`config.mk`:
```
export PLATFORM = sky130hd
export DESIGN_NAME = pulse_gen
export DESIGN_NICKNAME = d
export VERILOG_FILES = /design/src/rtl/pulse_gen.sv
export SDC_FILE = /design/constraint.sdc
export NUM_CORES = 1
export LEC_CHECK = 0
export BUFFER_PORTS_ARGS = -buffer_cell sky130_fd_sc_hd__buf_2
export CAP_MARGIN = 10
export CORE_ASPECT_RATIO = 0.9
export CORE_MARGIN = 2
export CORE_UTILIZATION = 50
export DETAILED_ROUTE_END_ITERATION = 8
export PLACE_DENSITY = 0.71
export SYNTH_ARGS = -nofsm -noshare
export SYNTH_HDL_FRONTEND = slang
export SYNTH_SLANG_ARGS = --single-unit
export TNS_END_PERCENT = 5
```
`constraint.sdc`:
```
create_clock -name clock -period 5.2 [get_ports clock]
set_input_delay 0.26 -clock clock [delete_from_list [all_inputs] [get_ports clock]]
set_output_delay 0.26 -clock clock [all_outputs]
set_load 0.05 [all_outputs]
```
`src/rtl/pulse_gen.sv`:
```
// Multi-channel pulse generator.
// Each channel runs a programmable period/high-time waveform, either continuously or as a one-shot.
module pulse_gen #(
  parameter int CHANNELS = 2,
  parameter int WIDTH    = 8
) (
  input  logic                      clock,
  input  logic                      reset,
  input  logic [CHANNELS-1:0]       enable,
  input  logic [CHANNELS-1:0]       mode,
  input  logic [CHANNELS-1:0]       start,
  input  logic [CHANNELS*WIDTH-1:0] period,
  input  logic [CHANNELS*WIDTH-1:0] high,
  output logic [CHANNELS-1:0]       signal,
  output logic [CHANNELS-1:0]       busy,
  output logic [CHANNELS-1:0]       wrap
);

  typedef enum logic {IDLE = 1'b0, RUN = 1'b1} state_e;

  for (genvar g = 0; g < CHANNELS; g++) begin : g_ch
    logic [WIDTH-1:0] per_in;
    logic [WIDTH-1:0] high_in;
    state_e           state_q, state_d;
    logic [WIDTH-1:0] cnt_q, cnt_d;
    logic [WIDTH-1:0] per_q, per_d;
    logic [WIDTH-1:0] high_q, high_d;
    logic             sig_q, sig_d;
    logic             wrap_q, wrap_d;
    logic [WIDTH-1:0] cnt_inc;
    logic             last;
    logic             start_run;
    logic             reload;
    logic             load;

    assign per_in  = period[g*WIDTH +: WIDTH];
    assign high_in = high[g*WIDTH +: WIDTH];
    assign cnt_inc = cnt_q + WIDTH'(1);
    assign last    = (cnt_q == per_q - WIDTH'(1));

    // A fresh period starts either from IDLE or at a continuous-mode wrap edge;
    // both sample the live period/high inputs into the shadow registers.
    assign start_run = (state_q == IDLE) && enable[g] && (per_in != '0) && (!mode[g] || start[g]);
    assign reload    = (state_q == RUN) && enable[g] && last && !mode[g] && (per_in != '0);
    assign load      = start_run || reload;

    always_comb begin
      state_d = IDLE;
      cnt_d   = '0;
      per_d   = per_q;
      high_d  = high_q;
      sig_d   = 1'b0;
      wrap_d  = 1'b0;
      if (load) begin
        state_d = RUN;
        per_d   = per_in;
        high_d  = high_in;
        sig_d   = (high_in != '0);
        wrap_d  = (per_in == WIDTH'(1));
      end else if ((state_q == RUN) && enable[g] && !last) begin
        state_d = RUN;
        cnt_d   = cnt_inc;
        sig_d   = (cnt_inc < high_q);
        wrap_d  = (cnt_inc == per_q - WIDTH'(1));
      end
    end

    always_ff @(posedge clock or negedge reset) begin
      if (!reset) begin
        state_q <= IDLE;
        cnt_q   <= '0;
        per_q   <= '0;
        high_q  <= '0;
        sig_q   <= 1'b0;
        wrap_q  <= 1'b0;
      end else begin
        state_q <= state_d;
        cnt_q   <= cnt_d;
        per_q   <= per_d;
        high_q  <= high_d;
        sig_q   <= sig_d;
        wrap_q  <= wrap_d;
      end
    end

    assign signal[g] = sig_q;
    assign busy[g]   = (state_q == RUN);
    assign wrap[g]   = wrap_q;
  end

endmodule

```
* After elaboration in Yosys (flattened, before gate mapping)
Cells that the tools add are included.
** Storage, ports and cells
- Flip-flop bits (word level) :: 54
- Output and inout port bits :: 6
** Cells by class
- Magnitude comparators :: 2
- Muxes and demuxes :: 16
- Equal/unequal tests :: 6
- $add $sub $neg :: 4
- Reductions and logical operators :: 28
- Bitwise gates (word level) :: 2
** Operators by type and width (count)
- 8-bit == test :: 4
- 8-bit 2-to-1 mux :: 4
- 8-bit nonzero test :: 4
- 8-bit by 1-bit adder with 8-bit output, second input constant :: 2
- 8-bit by 1-bit == test with 1-bit output, second input constant :: 2
- 1-bit logical AND :: 16
- 8-bit < comparator :: 2
- 8-bit by 1-bit subtractor with 8-bit output, second input constant :: 2
- 1-bit 2-to-1 mux :: 12
- 1-bit logical NOT :: 4
- 1-bit logical OR :: 4
- 1-bit inverter :: 2

* Depth between registers and ports, before layout
- Depth after elaboration :: 7
- Gate-level depth with buffers :: 11
- Depth with buffers taken out :: 10

* Worst setup path after synthesis
Ideal clock, no wire load.
- Path type :: register -> register
- Start :: register g_ch[1].per_q[0]
- End :: register g_ch[1].high_q[5]
- Data required time :: 5.075 ns
- Stages on the path, launching flop included :: 12
- Path slack :: 2.395 ns
- Setup time :: 0.125 ns
- Arrival :: 2.680 ns
- Buffers on the path :: 2
- Path through :: dfrtp_1 > inv_1 > ha_1 > or3b_2 > clkbuf_1 > nor3_1 > xnor3_1 > nand4_1 > o21ai_1 > o21a_2 > buf_6 > mux2_2
** Between the ends
- Cells in the longest elaborated chain, start to end :: 6
** Ends and longest elaborated chain
- start: declaration :: RTL line 26 : logic [WIDTH-1:0] per_q, per_d;
- start signal: assignment :: RTL line 79 : per_q <= per_d;
- 8-bit by 1-bit subtractor with 8-bit output :: RTL line 39 : assign last = (cnt_q == per_q - WIDTH'(1));
- 8-bit == test :: RTL line 39
- 1-bit logical AND (3 in series) :: RTL line 44 : assign reload = (state_q == RUN) && enable[g] && last && !mode[g] && (per_in != '0);
- 1-bit logical OR :: RTL line 45 : assign load = start_run || reload;
- end signal: assignment :: RTL line 80 : high_q <= high_d;
- end: declaration :: RTL line 27 : logic [WIDTH-1:0] high_q, high_d;
No other way between the ends.
A chain may end at the register's enable or synchronous reset.

* Worst setup path in the final report
- Start :: register g_ch[1].per_q[0]
- End :: register g_ch[1].per_q[6]
** Between the ends
- Cells in the longest elaborated chain, start to end :: 6
** Ends and longest elaborated chain (RTL line)
- 8-bit by 1-bit subtractor with 8-bit output :: 39
- 8-bit == test :: 39
- 1-bit logical AND (3 in series) :: 44
- 1-bit logical OR :: 45
No other way between the ends.

==> flow_summary.rst <==
.. list-table::
   :header-rows: 1

   * - Metric
     - Value
   * - Status
     - complete, no violations
   * - Element type at the critical path end
     - flip-flop
   * - CTS tree
     - yes
   * - Capturing point of the worst reg2reg path
     - g_ch[1].per_q[6]
   * - Proportion of synthesized chip area in sequential cells
     - 39.1%
   * - Post-layout nets
     - 425
   * - Share of cells above drive strength 1
     - between 20% and 30%
   * - Die Width
     - ~92 um
   * - Slew at the pin with the worst max-slew slack
     - roughly 0.75 ns
   * - Number of endpoints failing setup at the final stage
     - 0
   * - Gpl congestion
     - between 0.8 and 0.9
   * - Startpoint of the worst setup timing path
     - g_ch[1].per_q[0]
   * - Routed length per placed instance
     - between 10 and 15 um
   * - Number of synthesis warnings
     - 0
   * - Final clock skew
     - ~0.01 ns
   * - Via count normalized by instance count
     - between 5 and 6
   * - Total of buffers placed on input and output ports
     - between 40 and 50
   * - Wire length of the first global-routing pass
     - roughly 11 mm
   * - Post-CTS repair timing setup buffer count
     - 0
   * - Minimum clock period after layout
     - between 3 and 4 ns
   * - Maximum number of pins on one net before global-route repair
     - 55
   * - Lkg Pwr
     - 0.00188 uW
   * - Placed standard-cell area
     - roughly 3700 sq um
   * - Final hold violation count
     - 0
   * - Avg Synthesized Cell Area
     - 10.5 sq um
   * - Area of the mapped netlist
     - roughly 3500 sq um
   * - Total number of vias
     - between 2,000 and 2,500
   * - Largest driver fanout on the critical path
     - 13
   * - Worst VDD drop
     - about 0.17 mV
   * - Number of buffers added by the clock tree synthesis step
     - 5
   * - Final cycle utilization of the critical path
     - approximately three fifths
   * - Die ar.
     - 7590 sq um
   * - Overall power after layout
     - roughly 1300 uW
   * - EDFF count, synth
     - 0
   * - Aggregate global routing overflow
     - 0
   * - Max-cap violations
     - 0
   * - Startpoint of the worst register-to-register path
     - g_ch[1].per_q[0]
   * - Clock Tree Root
     - sky130_fd_sc_hd__clkbuf_8
   * - Worst Path Class, Setup
     - flip-flop to flip-flop
   * - Critical Path Source Type
     - flip-flop
   * - Async S/R FF share, synth
     - 100%
   * - Sink Count
     - 54
   * - Number of design rule violations left after detail routing
     - 0
   * - Most frequent cells in the layout
     - sky130_fd_sc_hd__dfrtp_1 (54), sky130_fd_sc_hd__buf_2 (45), sky130_fd_sc_hd__inv_1 (34)
   * - Number of inserted diodes
     - 0
   * - TNS Setup
     - 0 ns
   * - Clock input transition at the sequential cells of the worst setup and hold paths
     - 0.09 ns
   * - Number of detailed-route iterations in the first pass
     - 4
   * - Data arrival time of the critical path
     - around 3.3 ns
   * - Number of nets with antenna violations after routing
     - 0
   * - Share of the core filled with cells in the final layout
     - ~57%
   * - Worst-case reg-to-reg path depth
     - 9
   * - Relative slew slack
     - ~49%
   * - Required time of the worst setup path
     - between 5 and 6 ns
   * - Number of unique standard cell types used by synthesis
     - 48
   * - Final WL
     - 6.54 mm
   * - Initial antenna violation count
     - 0
   * - Worst hold margin
     - around 0.074 ns
   * - Initial core utilization
     - 52.2%
   * - H-tree depth
     - 2
   * - Flip-flop cell with the highest count after synthesis
     - sky130_fd_sc_hd__dfrtp_1
   * - Post-CTS sizing
     - 0
   * - Power density over cell area
     - 351 nW/um^2
   * - Post-detailed-placement half-perimeter wirelength
     - just over 5 mm
   * - Internal reg-to-reg setup slack
     - between 2 and 2.5 ns
   * - Clk Latency, worst-skew pair
     - roughly 0.3 ns
   * - Most common cell after layout, fill and taps aside
     - sky130_fd_sc_hd__dfrtp_1
   * - Total GRT Usage
     - 18.2%
   * - Via count of the first global-routing pass
     - about 2,400
   * - Num ports
     - 46
   * - Drt first-iter violations
     - 101
   * - Maximum number of buffers from clock root to sink
     - 2
   * - Total non-filler cell area in the finished layout
     - about 3800 sq um
   * - Synth Instances
     - 329
   * - Highest clock frequency the design can meet
     - 323 MHz
   * - Number of slew-limit violations in the final report
     - 0
   * - Flops & latches, synth
     - 54
   * - Core Rows
     - 28
   * - Layout overhead on the synthesized area
     - 9.24%
   * - Height of the die
     - 82.9 um
   * - Net count of the mapped netlist
     - about 390
   * - Std-Cell Core Area
     - 6620 sq um
   * - # hold bufs at CTS
     - 0
   * - Setup repair after global routing missed its margin
     - false
   * - Hold WC Path Type
     - input port to asynchronous set/reset pin
[per-stage QoR]
stage,std cells,setup slack (ns)
floorplan,329,2.40
global placement,450,2.13
detailed placement,450,2.11
CTS,457,2.08
global route,457,1.88
finish,457,2.11
[where the power goes]
group,internal [uW],switching [uW]
logic,268,237
registers,499,91.2
clock network,92.3,135
total,859,464
[logic make-up (layout without fill, tap and decap cells)]
family / after synthesis / after routing / synth area share [%]
xor gates and xnor gates: 52 / 52 / 16.4
DFF: 54 / 54 / 39.1
buffers and inverters: 49 / 87 / 6.88
muxes: 24 / 24 / 7.86
AOI/OAI and AO/OA: 42 / 42 / 9.16
and+or+nand+nor: 90 / 90 / 14.1
adders and majority gates: 18 / 18 / 6.52
[cell type report]
cell class | instances | area [sq um]
clock buffers | 5 | 68.8
fillers | 587 | 2850
inverters | 34 | 128
clock inverters | 2 | 15.0
repair buffers | 46 | 233
flip-flops and latches | 54 | 1350
multi-input cells | 226 | 1870
well taps | 90 | 113
[worst max-delay path: stages (launching register included)]
cell	delay, ns
sky130_fd_sc_hd__dfrtp_1	0.44
sky130_fd_sc_hd__inv_1	0.12
sky130_fd_sc_hd__ha_1	0.20
sky130_fd_sc_hd__or3b_2	0.52
sky130_fd_sc_hd__nor3_1	0.29
sky130_fd_sc_hd__xnor3_1	0.19
sky130_fd_sc_hd__nand4_1	0.13
sky130_fd_sc_hd__o21ai_1	0.31
sky130_fd_sc_hd__o21a_2	0.41
sky130_fd_sc_hd__mux2_2	0.38
[cell usage after synthesis (all sizes together) (2+ instances only)]
master / count / area share [%]
buf: 11 / 2.8
o21ai: 11 / 1.9
or3: 3 / 0.69
a21boi: 2 / 0.43
nand3: 12 / 1.7
and3: 5 / 0.91
nor2b: 2 / 0.36
nor4: 5 / 1.1
xor2: 17 / 4.3
a21oi: 8 / 1.2
nor2: 23 / 2.5
o21a: 6 / 1.3
inv: 34 / 3.7
ha: 18 / 6.5
xnor3: 8 / 5.2
nand2: 15 / 1.6
nor3: 8 / 1.5
o32ai: 2 / 0.51
xnor2: 27 / 6.8
mux2: 22 / 7.3
or4: 7 / 1.5
dfrtp: 54 / 39
a22o: 7 / 1.8
clkbuf: 4 / 0.43
mux2i: 2 / 0.58
nand4: 3 / 0.54
[registers in the layout (all words and copies together) (netlist names)]
register and count:
g_ch.wrap_q 2, g_ch.cnt_q 16, g_ch.sig_q 2, g_ch.per_q 16, g_ch.high_q 16, g_ch.state_q 2
[routing by layer]
layer	routed length [um]	global-route usage, %
met1	3460	28.4
met2	2680	26.3
met3	362	3.72
met4	35	3.31
met5	0	0
[worst max path at each step]
stage                         to  slack (ns)  depth (start not counted)
2_1_floorplan  g_ch[1].high_q[5]        2.40                         11
3_3_place_gp    g_ch[1].per_q[4]        2.13                          9
3_5_place_dp    g_ch[1].per_q[6]        2.11                          9
4_1_cts         g_ch[1].per_q[6]        2.08                          9
5_1_grt         g_ch[1].per_q[3]        1.88                          9
6_report        g_ch[1].per_q[6]        2.11                          9
(Power assumes the default switching activity.)
